File: config.mk
export PLATFORM = sky130hd
export DESIGN_NAME = alu_pipe_flat
export DESIGN_NICKNAME = d
export VERILOG_FILES = /design/src/rtl/alu_pipe_if.sv /design/src/rtl/alu_pipe.sv /design/src/flat_wrapper.sv
export SDC_FILE = /design/constraint.sdc
export NUM_CORES = 1
export LEC_CHECK = 0
export ABC_CLOCK_PERIOD_IN_PS = 4150
export BUFFER_PORTS_ARGS = -buffer_cell sky130_fd_sc_hd__buf_2
export CAP_MARGIN = 20
export CORE_MARGIN = 2
export CORE_UTILIZATION = 64
export CTS_CLUSTER_DIAMETER = 50
export DETAILED_ROUTE_END_ITERATION = 16
export HOLD_SLACK_MARGIN = 0.15
export MAX_ROUTING_LAYER = met4
export PLACE_DENSITY = 0.86
export SLEW_MARGIN = 30
export SYNTH_ARGS = -nofsm -noshare
export SYNTH_HDL_FRONTEND = slang
export SYNTH_SLANG_ARGS = --single-unit
File: constraint.sdc
create_clock -name clk -period 4.15 [get_ports clk]
set_clock_uncertainty 0.2 [all_clocks]
set_input_delay 0.83 -clock clk [delete_from_list [all_inputs] [get_ports clk]]
set_output_delay 0.83 -clock clk [all_outputs]
set_load 0.005 [all_outputs]
File: src/rtl/alu_pipe_if.sv
// Handshake and data bundle between the operand-issue logic, the pipelined ALU
// and the writeback stage. The master drives operands and consumes results.
interface alu_pipe_if #(
   parameter int WIDTH = 32
);
   logic             in_valid;
   logic             in_ready;
   logic [WIDTH-1:0] a;
   logic [WIDTH-1:0] b;
   logic [3:0]       alu_control;
   logic             out_valid;
   logic             out_ready;
   logic [WIDTH-1:0] y;
   logic             carry_flag;
   logic             neg_flag;
   logic             zero_flag;
   logic             overflow_flag;
   logic [3:0]       sticky_flags;
   logic             sticky_clr;

   modport master (
      output in_valid, a, b, alu_control, out_ready, sticky_clr,
      input  in_ready, out_valid, y, carry_flag, neg_flag, zero_flag,
             overflow_flag, sticky_flags
   );

   modport slave (
      input  in_valid, a, b, alu_control, out_ready, sticky_clr,
      output in_ready, out_valid, y, carry_flag, neg_flag, zero_flag,
             overflow_flag, sticky_flags
   );
endinterface

File: src/rtl/alu_pipe.sv
// Registered ALU with valid/ready handshake and a single output register.
// Opcodes 0-12 are single-cycle; opcode 13 is an iterative shift-add multiply
// that always takes WIDTH iterations. Sticky flags OR-accumulate the flags of
// every output transfer.
module alu_pipe #(
   parameter int WIDTH  = 32,
   parameter bit MUL_EN = 1'b1
) (
   input  logic     clk,
   input  logic     rst_n,
   alu_pipe_if.slave bus
);
   localparam int M  = WIDTH - 1;
   localparam int SW = $clog2(WIDTH);
   localparam int CW = SW + 1;

   typedef enum logic [3:0] {
      OP_OR  = 4'd0,  OP_AND = 4'd1,  OP_NAND = 4'd2,  OP_NOR = 4'd3,
      OP_NOT = 4'd4,  OP_XOR = 4'd5,  OP_ADD  = 4'd6,  OP_SUB = 4'd7,
      OP_SHL = 4'd8,  OP_SHR = 4'd9,  OP_CMP  = 4'd10, OP_ROL = 4'd11,
      OP_ROR = 4'd12, OP_MUL = 4'd13
   } op_t;

   typedef enum logic [1:0] {S_IDLE, S_MUL, S_HOLD} state_t;

   state_t           state_q, state_d;
   logic [CW-1:0]    cnt_q;
   logic [2*WIDTH-1:0] acc_q, a_sh_q;
   logic [WIDTH-1:0] b_sh_q;

   logic             out_valid_q;
   logic [WIDTH-1:0] y_q;
   logic [3:0]       flags_q;     // {C,N,Z,V}
   logic [3:0]       sticky_q;

   logic             in_ready, in_fire, out_fire, out_free;
   logic             is_mul, start_mul, load_alu, load_mul;

   logic [WIDTH-1:0]   res_y;
   logic [3:0]         res_f;
   logic [WIDTH:0]     add_full, sub_full;
   logic [2*WIDTH-1:0] rot_tmp;
   logic [3:0]         mul_f;

   // Handshake qualifiers; nothing is accepted while reset is asserted.
   always_comb begin
      out_free  = !out_valid_q || bus.out_ready;
      in_ready  = rst_n && (state_q == S_IDLE) && out_free;
      in_fire   = bus.in_valid && in_ready;
      out_fire  = out_valid_q && bus.out_ready;
      is_mul    = MUL_EN && (bus.alu_control == OP_MUL);
      start_mul = in_fire && is_mul;
      load_alu  = in_fire && !is_mul;
      load_mul  = (state_q == S_HOLD) && out_free;
   end

   // Single-cycle result and flags for opcodes other than an enabled multiply.
   always_comb begin
      // NOTE: every variable gets a default first so no path leaves it unassigned,
      // which would otherwise infer a latch.
      res_y    = '0;
      res_f    = 4'b0000;
      rot_tmp  = '0;
      add_full = {1'b0, bus.a} + {1'b0, bus.b};
      sub_full = {1'b0, bus.a} - {1'b0, bus.b};
      case (bus.alu_control)
         OP_OR:   res_y = bus.a | bus.b;
         OP_AND:  res_y = bus.a & bus.b;
         OP_NAND: res_y = ~(bus.a & bus.b);
         OP_NOR:  res_y = ~(bus.a | bus.b);
         OP_NOT:  res_y = ~bus.a;
         OP_XOR:  res_y = bus.a ^ bus.b;
         OP_ADD: begin
            res_y    = add_full[M:0];
            res_f[3] = add_full[WIDTH];
            res_f[0] = (bus.a[M] == bus.b[M]) && (res_y[M] != bus.a[M]);
         end
         OP_SUB: begin
            res_y    = sub_full[M:0];
            res_f[3] = !sub_full[WIDTH];   // no borrow means a >= b
            res_f[0] = (bus.a[M] ^ bus.b[M]) && (bus.a[M] ^ res_y[M]);
         end
         // Shift amount is the full unsigned b; any bit at or above SW means b >= WIDTH.
         OP_SHL:  res_y = ((bus.b >> SW) != '0) ? '0 : (bus.a << bus.b[SW-1:0]);
         OP_SHR:  res_y = ((bus.b >> SW) != '0) ? '0 : (bus.a >> bus.b[SW-1:0]);
         OP_CMP: begin
            res_y    = {{M{1'b0}}, ($signed(bus.a) < $signed(bus.b))};
            res_f[1] = (bus.a == bus.b);
         end
         OP_ROL: begin
            rot_tmp = {bus.a, bus.a} << bus.b[SW-1:0];
            res_y   = rot_tmp[2*WIDTH-1:WIDTH];
         end
         OP_ROR: begin
            rot_tmp = {bus.a, bus.a} >> bus.b[SW-1:0];
            res_y   = rot_tmp[M:0];
         end
         default: res_f[1] = 1'b1;         // 14, 15 and a disabled multiply
      endcase
      if (bus.alu_control <= OP_SHR || bus.alu_control == OP_ROL ||
          bus.alu_control == OP_ROR)
         res_f[1] = (res_y == '0);
      if (bus.alu_control >= OP_ADD && bus.alu_control <= OP_SHR)
         res_f[2] = res_y[M];
   end

   // Flags of the finished multiply, taken from the double-width accumulator.
   always_comb begin
      mul_f = {(acc_q[2*WIDTH-1:WIDTH] != '0), acc_q[M], (acc_q[M:0] == '0), 1'b0};
   end

   // FSM next state: IDLE issues, MUL iterates, HOLD waits for a free output register.
   always_comb begin
      state_d = state_q;
      case (state_q)
         S_IDLE: if (start_mul) state_d = S_MUL;
         S_MUL:  if (cnt_q == CW'(1)) state_d = S_HOLD;
         S_HOLD: if (out_free) state_d = S_IDLE;
         default: state_d = S_IDLE;
      endcase
   end

   // FSM state register and iteration counter.
   always_ff @(posedge clk or negedge rst_n) begin
      // NOTE: sequential state uses non-blocking assignments so every register
      // samples pre-edge values regardless of block ordering.
      if (!rst_n) begin
         state_q <= S_IDLE;
         cnt_q   <= '0;
      end else begin
         state_q <= state_d;
         if (start_mul)
            cnt_q <= CW'(WIDTH);
         else if (state_q == S_MUL)
            cnt_q <= cnt_q - CW'(1);
      end
   end

   // Shift-add multiply datapath; a fixed WIDTH iterations regardless of operands.
   // NOTE: these datapath registers are deliberately not reset; they are always
   // loaded on issue before use, and a reset aborts via the FSM and counter.
   always_ff @(posedge clk) begin
      if (start_mul) begin
         a_sh_q <= {{WIDTH{1'b0}}, bus.a};
         b_sh_q <= bus.b;
         acc_q  <= '0;
      end else if (state_q == S_MUL) begin
         if (b_sh_q[0]) acc_q <= acc_q + a_sh_q;
         a_sh_q <= a_sh_q << 1;
         b_sh_q <= b_sh_q >> 1;
      end
   end

   // Output register: loads a new result or drops valid after a transfer.
   always_ff @(posedge clk or negedge rst_n) begin
      if (!rst_n) begin
         out_valid_q <= 1'b0;
         y_q         <= '0;
         flags_q     <= 4'b0000;
      end else if (load_alu) begin
         out_valid_q <= 1'b1;
         y_q         <= res_y;
         flags_q     <= res_f;
      end else if (load_mul) begin
         out_valid_q <= 1'b1;
         y_q         <= acc_q[M:0];
         flags_q     <= mul_f;
      end else if (out_fire) begin
         out_valid_q <= 1'b0;
      end
   end

   // Sticky accumulator; a clear wins over a same-cycle accumulate.
   always_ff @(posedge clk or negedge rst_n) begin
      if (!rst_n)
         sticky_q <= 4'b0000;
      else if (bus.sticky_clr)
         sticky_q <= 4'b0000;
      else if (out_fire)
         sticky_q <= sticky_q | flags_q;
   end

   assign bus.in_ready      = in_ready;
   assign bus.out_valid     = out_valid_q;
   assign bus.y             = y_q;
   assign bus.carry_flag    = flags_q[3];
   assign bus.neg_flag      = flags_q[2];
   assign bus.zero_flag     = flags_q[1];
   assign bus.overflow_flag = flags_q[0];
   assign bus.sticky_flags  = sticky_q;
endmodule

File: src/flat_wrapper.sv
// flat-port wrapper written by rule: the top's interface ports become plain ports
module alu_pipe_flat 
#(
   parameter int WIDTH  = 32,
   parameter bit MUL_EN = 1'b1
)
  (clk, rst_n, bus_in_valid, bus_a, bus_b, bus_alu_control, bus_out_ready, bus_sticky_clr, bus_in_ready, bus_out_valid, bus_y, bus_carry_flag, bus_neg_flag, bus_zero_flag, bus_overflow_flag, bus_sticky_flags);
  alu_pipe_if #(.WIDTH(WIDTH)) bus_i ();
  input  logic clk;
  input  logic rst_n;
  input wire logic [$bits(bus_i.in_valid)-1:0] bus_in_valid;
  input wire logic [$bits(bus_i.a)-1:0] bus_a;
  input wire logic [$bits(bus_i.b)-1:0] bus_b;
  input wire logic [$bits(bus_i.alu_control)-1:0] bus_alu_control;
  input wire logic [$bits(bus_i.out_ready)-1:0] bus_out_ready;
  input wire logic [$bits(bus_i.sticky_clr)-1:0] bus_sticky_clr;
  output wire logic [$bits(bus_i.in_ready)-1:0] bus_in_ready;
  output wire logic [$bits(bus_i.out_valid)-1:0] bus_out_valid;
  output wire logic [$bits(bus_i.y)-1:0] bus_y;
  output wire logic [$bits(bus_i.carry_flag)-1:0] bus_carry_flag;
  output wire logic [$bits(bus_i.neg_flag)-1:0] bus_neg_flag;
  output wire logic [$bits(bus_i.zero_flag)-1:0] bus_zero_flag;
  output wire logic [$bits(bus_i.overflow_flag)-1:0] bus_overflow_flag;
  output wire logic [$bits(bus_i.sticky_flags)-1:0] bus_sticky_flags;
  assign bus_i.in_valid = bus_in_valid;
  assign bus_i.a = bus_a;
  assign bus_i.b = bus_b;
  assign bus_i.alu_control = bus_alu_control;
  assign bus_i.out_ready = bus_out_ready;
  assign bus_i.sticky_clr = bus_sticky_clr;
  assign bus_in_ready = bus_i.in_ready;
  assign bus_out_valid = bus_i.out_valid;
  assign bus_y = bus_i.y;
  assign bus_carry_flag = bus_i.carry_flag;
  assign bus_neg_flag = bus_i.neg_flag;
  assign bus_zero_flag = bus_i.zero_flag;
  assign bus_overflow_flag = bus_i.overflow_flag;
  assign bus_sticky_flags = bus_i.sticky_flags;
  alu_pipe #(.WIDTH(WIDTH), .MUL_EN(MUL_EN)) u_core (.clk(clk), .rst_n(rst_n), .bus(bus_i));
endmodule
==> impl_metrics.tcl, run 1 <==
set metrics [dict create \
    status "aborted with a tool error" \
    lastStage "global routing" \
    first-error "[ERROR GRT-0232] Routing congestion too high. Check the congestion heatmap in the GUI." \
    hpwl_um 85300 \
    ys_seq_area_share_pct 20.5 \
    synth_edf_count 64 \
    synth.distinct_cells 110 \
    netlist_instances 3205 \
    placed_area_um2 29400 \
    fp.dieH_um 200 \
    grt_start_max_net_pins 69 \
    gp_congestion 1.40 \
    port_buffers 114 \
    cts_made_buffers 25 \
    async_reset_ff_share_pct 23.4 \
    htreeDepth 1 \
    synth_top_cell_area_share_pct 9.13 \
    cts.sinks 209 \
    gr-total-overflow 7 \
    clock-root-buffer "clkbuf_16" \
    fp-row-count 71 \
    ioPinCount 115 \
    die_w_um 200 \
    worstEndpointType "register data pin" \
    synth_top_cell_by_area "ha_1" \
    netlist_area_um2 24700 \
    ys_warn_count 0 \
    synth_area_leaders "ha_1 9.1%, nand2_1 8.1%, dfxtp_1 7.8%, edfxtp_1 7.8%, mux4_2 6.5%" \
    ys_seq_elements 209 \
    grt_usage_pct 64.8 \
    syn_nets 3461 \
    syn_area_per_cell_um2 7.70 \
    crit_endpoint "u_core.bus.y[30]$_DFFE_PN0P_/D" \
    start_util_pct 65.2 \
    ys.flop_type "dfxtp_1" \
    clock_path_buffers 3 \
]
-- metrics by stage --
step	setup WS [ns]	instances	util (%)	setup TNS, ns	hold slack (ns)
after CTS	0.00431	4215	80.0	0	0.258
after detailed placement	-0.662	4169	77.7	-5.08	0.267
after global placement	-0.603	4169	77.7	-3.84	0.256
after floorplan	-0.187	3205	-	-0.187	0.241
-- cells by family after synthesis --
group	after synthesis	share of synthesized area, %
and+or+nand+nor	1122	20.6
AOI/OAI and AO/OA	1042	27.4
buffers and inverters	370	6.88
DFF	209	20.5
muxes	207	12.7
adders and majority gates	183	9.37
xor gates and xnor gates	72	2.56
-- Yosys cell counts, types with 29 or more instances --
cell	count
a21o_1	59
a22oi_1	30
o22ai_1	35
dfrtp_1	49
nor3_1	43
a211oi_1	50
nand3_1	59
o21ai_0	241
xnor2_1	49
nor2b_1	35
o31ai_1	33
nor2_1	238
buf_2	32
nor4_1	41
a221oi_1	32
nand2_1	530
a31oi_1	47
a21oi_1	263
nand4_1	29
mux4_2	71
mux2_2	42
mux2i_1	74
dfxtp_1	96
o211ai_1	35
edfxtp_1	64
ha_1	180
clkbuf_1	184
inv_1	105
-- repair_timing --
item,in CTS
cloned,0
setup buffers,0
hold buffers,0
hold endpoints to repair,0
pin swaps,0
setup endpoints to repair,3
gates resized for setup,3
-- per-layer routing --
metal | track usage [%] | GRT overflow
met1 | 64.8 | 0
met2 | 79.9 | 4
met3 | 49.0 | 0
met4 | 58.0 | 3
met5 | - | -
==> run 2, diff against run 1 <==
- CORE_UTILIZATION: 64 -> 40
- CTS_CLUSTER_DIAMETER: 50 -> unset
- HOLD_SLACK_MARGIN: 0.15 -> unset
- MAX_ROUTING_LAYER: met4 -> unset
- PLACE_DENSITY: 0.86 -> unset
- PLACE_DENSITY_LB_ADDON: unset -> 0.15
==> run 2 against run 1 <==
  * The flow now finishes, with violations (setup timing)
  * Area after synthesis stayed put
  * Synthesized cell count did not move
==> impl_metrics.tcl, run 2 <==
set metrics [dict create \
    status "finished with violations" \
    failed_checks "setup timing" \
    gr-total-overflow 0 \
    fill_cells 5798 \
    clock-root-buffer "clkbuf_16" \
    path_buf_inv 4 \
    fin_util_pct 54.8 \
    fmax_mhz 238 \
    num_vias 30100 \
    rr_endpoint "u_core.acc_q[59]" \
    fp-row-count 91 \
    ys_seq_elements 209 \
    ioPinCount 115 \
    comb_power_share_pct 61.2 \
    p_int_mw 8.55 \
    reg2regPathDepth 14 \
    synth_area_leaders "ha_1 9.1%, nand2_1 8.1%, dfxtp_1 7.8%, edfxtp_1 7.8%, mux4_2 6.5%" \
    crit_type "in2reg" \
    cts_made_buffers 26 \
    netlist_area_um2 24700 \
    ys_seq_area_share_pct 20.5 \
    max_cap_violations 0 \
    ys.flop_type "dfxtp_1" \
    synth-compound-area-share_pct 27.4 \
    yosysMostFrequentCell "nand2_1" \
    crit_path_top_delay_cell "a2111o_1" \
    htreeDepth 1 \
    netlist_instances 3205 \
    cts_tree "done" \
    die-area_um2 63700 \
    wl_um 135000 \
    largest_registers "u_core.a_sh_q: 64 flops, u_core.acc_q: 64 flops" \
    path_clk_slew_ns 0.06 \
    leakagePower_nw 15.3 \
    drive_gt1_share_pct 32.6 \
    drt_iter0_drc 3677 \
    synth.distinct_cells 110 \
    mostFrequentLayoutCell "buf_4" \
    rsz0062_at_grt "true" \
    cpPeakStageDelay_ns 0.51 \
    ys_warn_count 0 \
    antenna_found_initial 3 \
    postLayoutCellArea_um2 33600 \
    grt_usage_pct 41.1 \
    port_buffers 114 \
    synth_edf_count 64 \
    crit_family "compound AO/OA/AOI/OAI gates" \
    syn_area_per_cell_um2 7.70 \
    critPathMaxFanout 19 \
    holdCritPathClass "in2async" \
    drc_errors 0 \
    nets 4243 \
    power_density_nw_per_um2 464 \
    required_ns 4.46 \
    start_util_pct 40.2 \
    synth_commonest_cells "530 x nand2_1, 263 x a21oi_1, 241 x o21ai_0" \
    swShare_pct 45.2 \
    timing.rr.start "u_core.a_sh_q[15]" \
    grt_start_max_net_pins 65 \
    core_um2 61400 \
    switching_power_mw 7.07 \
    fp.dieH_um 252 \
    cts.sinks 209 \
    fin_crit_ns 4.21 \
    placed_area_um2 32200 \
    wl_per_cell_um 28.1 \
    synth_xor_area_share_pct 2.56 \
    clk-insertion-delay-late_ns 0.58 \
    vdd_drop_max_uv 347 \
    final_antenna_net_count 0 \
    muxShareOfSynthArea_pct 12.7 \
    period_share_pct 101 \
    timing.final.ws_setup_ns -0.0555 \
    hpwl_um 111000 \
    arrival_ns 4.52 \
    setup_violations 1 \
    drt-pass1-iter-count 6 \
    synth_top_cell_by_area "ha_1" \
    p_seq_share_pct 24.2 \
    layout_common_cells "869 x buf_4, 527 x nand2_1, 256 x a21oi_1, 236 x nor2_1, 234 x o21ai_0" \
    synth_top_family_by_area "compound AO/OA/AOI/OAI gates" \
    worst_pin_slew_ns 1.11 \
    area_delta_synth_final_pct 36.3 \
    synth_top_cell_area_share_pct 9.13 \
    die_w_um 252 \
    relSlewSlack_pct 25.8 \
    crit_top_cell "buf_4" \
    synth-simple-area-share_pct 20.6 \
    syn_nets 3461 \
    clock_path_buffers 3 \
    avgViaCountPerCell 6.28 \
    gp_congestion 1.08 \
    critPathLaunchType "input port" \
    grt_first_pass_wirelength_um 194000 \
    endpoint_kind "register" \
    slew_viol_final 0 \
    hold_viol_final 0 \
    clkPwrFrac_pct 14.6 \
    synthAdderAreaFrac_pct 9.37 \
    path_depth 15 \
    cp_cell_sequence "buf_4 > buf_12 > mux2_1 > buf_4 > a22oi_1 > nand2_1 > buf_4 > mux2i_1 > o21ai_0 > a2111o_1 > a211o_1 > a211o_1 > nor4_2 > nand4b_1 > o21ai_1" \
    grt_pass1_vias 29100 \
    rrSetupSlack_ns 0.06 \
    async_reset_ff_share_pct 23.4 \
]
## run 2: cell counts after synthesis
No cell type changed its count.
## run 2: kinds of logic after synthesis
group | Yosys count
compound gates | 1042
fa+ha+maj | 183
mux | 207
buf+inv | 370
xor+xnor | 72
flops | 209
simple gates | 1122
## run 2: metrics by stage
| step | TNS [ns] | hold slack [ns] | std cells | setup slack (ns) | total power, mW |
|---|---|---|---|---|---|
| after floorplan | -0.187 | 0.241 | 3205 | -0.187 | 9.04 |
| after global placement | -15.70 | 0.258 | 4744 | -1.19 | 12.7 |
| after detailed placement | -15.84 | 0.261 | 4744 | -0.965 | 12.9 |
| after CTS | -0.108 | 0.189 | 4790 | -0.0765 | 15.3 |
| after global routing | -0.141 | 0.225 | 4795 | -0.127 | 16.5 |
| final | -0.0555 | 0.178 | 4798 | -0.0555 | 15.6 |
## run 2: cell type report
type	count	area [um2]	area share, %
Antenna cell	3	7.51	0.0223
Clock buffer	35	744	2.21
Clock inverter	11	101	0.301
Inverter	111	425	1.26
Multi-Input combinational cell	2626	18600	55.2
Sequential cell	209	5070	15.1
Tap cell	790	988	2.94
Timing Repair Buffer	1013	7740	23.0
## run 2: timing repair
action	4_1_cts	5_1_grt
setup buffers	0	5
resized for setup	25	64
hold buffers	0	0
pin swaps	1	7
setup endpoints to repair	15	23
## run 2: per-layer routing
layer | wire [um] | GRT usage, % | part of all wire [%] | up-vias
li1 | - | - | - | 13400
met1 | 52000 | 50.8 | 39 | 14500
met2 | 59200 | 65.2 | 44 | 1729
met3 | 13800 | 9.78 | 10 | 415
met4 | 9600 | 24.0 | 7.1 | 0
met5 | 0 | 0 | 0 | -
## run 2: power by group through the flow
stage	Combinational (mW)	Clock [mW]	Sequential (mW)
finish	9.56	2.28	3.79
global route	10.3	2.39	3.87
CTS	9.23	2.32	3.76
detailed placement	9.14	0	3.79
global placement	8.95	0	3.76
floorplan	5.45	0	3.59
## run 2: worst max path at each step
stage,slack [ns],endpoint,from
after floorplan,-0.19,u_core.flags_q[1],bus_b[2]
after global placement,-1.19,u_core.flags_q[1],bus_b[1]
after detailed placement,-0.97,u_core.flags_q[1],bus_a[8]
after CTS,-0.08,u_core.flags_q[1],bus_a[7]
after global routing,-0.13,u_core.flags_q[1],bus_b[3]
final,-0.06,u_core.flags_q[1],bus_b[3]
No activity file was read; power rests on OpenSTA's default activity.
==> run 3, diff against run 2 <==
- ABC_CLOCK_PERIOD_IN_PS: 4150 -> 5200
- PLACE_DENSITY: unset -> 0.55
- PLACE_DENSITY_LB_ADDON: 0.15 -> unset
- clock period: 4.15 -> 5.2 ns (I/O delays scaled with it)
==> run 3 against run 2 <==
  * The flow now finishes without violations
  * Final area shrank 15%
  * Via count decreased by 8.1%
  * Register-to-register slack better by 0.38 ns
  * Largest cell class unchanged
==> impl_metrics.tcl, run 3 (synthesis results as in run 2) <==
set metrics [dict create \
    status "completed" \
    largest_registers "u_core.a_sh_q: 64 flops, u_core.acc_q: 64 flops" \
    drive_gt1_share_pct 19.3 \
    cts_setup_buffers 0 \
    port_buffers 114 \
    fin_util_pct 46.7 \
    die-area_um2 63700 \
    cp_cell_sequence "buf_4 > inv_8 > ha_1 > a211oi_1 > o31ai_1 > buf_4 > o311ai_0 > buf_4 > o2111ai_1 > a31oi_1 > a21oi_1 > o211ai_1 > nand2_1 > o22ai_1 > nand2b_1 > o21ai_1" \
    crit_type "in2reg" \
    rsz0062_at_grt "false" \
    fmax_mhz 206 \
    nets 3679 \
    core_um2 61400 \
    worstSetupEndpoint "u_core.flags_q[1]" \
    ioPinCount 115 \
    grt_first_pass_wirelength_um 182000 \
    clk-insertion-delay-late_ns 0.60 \
    hold_viol_final 0 \
    period_share_pct 93.5 \
    fp.dieH_um 252 \
    fin_setup_tns_ns 0 \
    postCtsHoldBufs 0 \
    busiest_layer "met2" \
    clock_path_buffers 3 \
    max_cap_violations 0 \
    reg2regPathDepth 13 \
    cts_tree "done" \
    critPathMaxFanout 15 \
    drt-pass1-iter-count 8 \
    stdcell_count 4236 \
    path_clk_slew_ns 0.06 \
    worst_pin_slew_ns 0.959 \
    drc_errors 0 \
    worst_hold_slack_ns 0.265 \
    die_w_um 252 \
    grtUsageMet2_pct 59.6 \
    layout_common_cells "528 x nand2_1, 319 x buf_4, 263 x a21oi_1, 241 x o21ai_0, 235 x nor2_1" \
    mostFrequentLayoutCell "nand2_1" \
    cpPeakStageDelay_ns 0.53 \
    required_ns 5.48 \
    fin_crit_ns 4.86 \
    slew_viol_final 0 \
    arrival_ns 5.14 \
    vdd_drop_max_uv 273 \
    drt_iter0_drc 3275 \
    met3_usage_pct 9.41 \
    met1_usage_pct 50.6 \
    wl_per_cell_um 29.7 \
    crit_start "bus_b[1]" \
    cts_made_buffers 27 \
    relSlewSlack_pct 35.2 \
    grt_usage_pct 38.5 \
    htreeDepth 1 \
    setup_violations 0 \
    area_delta_synth_final_pct 16.2 \
    gp_congestion 1.07 \
    cts_resized 0 \
    postLayoutCellArea_um2 28700 \
    rr_endpoint "u_core.acc_q[57]" \
    gr-total-overflow 0 \
    placed_area_um2 27800 \
    clock-root-buffer "clkbuf_16" \
    crit_top_cell "buf_4" \
    grt_pass1_vias 26100 \
    cts.sinks 209 \
    start_util_pct 40.2 \
    num_vias 27700 \
    holdCritPathClass "reg2reg" \
    avgViaCountPerCell 6.53 \
    placed_cells 4184 \
    endpoint_kind "register" \
    fp-row-count 91 \
    power_density_nw_per_um2 397 \
    antenna_found_initial 11 \
    crit_path_top_delay_cell "a31oi_1" \
    hpwl_um 99900 \
    final_antenna_net_count 0 \
    critPathLaunchType "input port" \
    rrSetupSlack_ns 0.44 \
    grt_start_max_net_pins 92 \
    leakagePower_nw 12.4 \
    wl_um 126000 \
    timing.rr.start "u_core.acc_q[1]" \
]
run 3: cell types whose count changed in the layout (fill, tap and decap cells not counted), sizes merged:
cell,previous run,this run
clkbuf,36,45
bufinv,1,0
buf,1012,448
clkinv,9,7
diode,3,2
inv,112,109
run 3: final cells by class:
| type | instances | area (um2) |
|---|---|---|
| timing repair buffer | 448 | 3300 |
| clock inverter | 5 | 32.5 |
| clock buffer | 45 | 867 |
| fill | 6211 | 32700 |
| antenna | 2 | 5.00 |
| inverter | 111 | 424 |
| multi-input combinational | 2626 | 18000 |
| sequential | 209 | 5070 |
| tap | 790 | 988 |
run 3: critical path: cells and delay by family:
| kind | cells | cell delay (ns) |
|---|---|---|
| AOI/OAI and AO/OA | 9 | 2.76 |
| buffers and inverters | 4 | 0.70 |
| adders and majority gates | 1 | 0.37 |
| and+or+nand+nor | 2 | 0.29 |
run 3: worst min path at each step:
stage	start	end	slack, ns	cells after the start
after floorplan	u_core.acc_q[63]	u_core.acc_q[63]	0.24	1
after global placement	u_core.a_sh_q[63]	u_core.a_sh_q[63]	0.26	2
after detailed placement	u_core.acc_q[54]	u_core.acc_q[54]	0.27	2
after CTS	u_core.a_sh_q[51]	u_core.a_sh_q[52]	0.27	2
after global routing	u_core.acc_q[51]	u_core.acc_q[51]	0.30	2
final	u_core.a_sh_q[51]	u_core.a_sh_q[52]	0.27	2
run 3: power breakdown:
| group | internal (mW) | switching (mW) |
|---|---|---|
| logic | 2.55 | 3.89 |
| registers | 2.47 | 0.593 |
| clock network | 1.13 | 0.766 |
| total | 6.15 | 5.25 |
run 3: per-stage QoR:
step / power [mW] / setup WS, ns
final: 11.4 / 0.336
after global routing: 12.2 / 0.128
after CTS: 11.3 / 0.540
after detailed placement: 9.37 / -0.0176
after global placement: 9.27 / -0.398
after floorplan: 7.20 / 0.0985
run 3: routing by layer:
metal / vias to the layer above / wire (um)
met5: - / 48
met4: 6 / 7180
met3: 340 / 13000
met2: 1630 / 54100
met1: 13400 / 51500
li1: 12300 / -
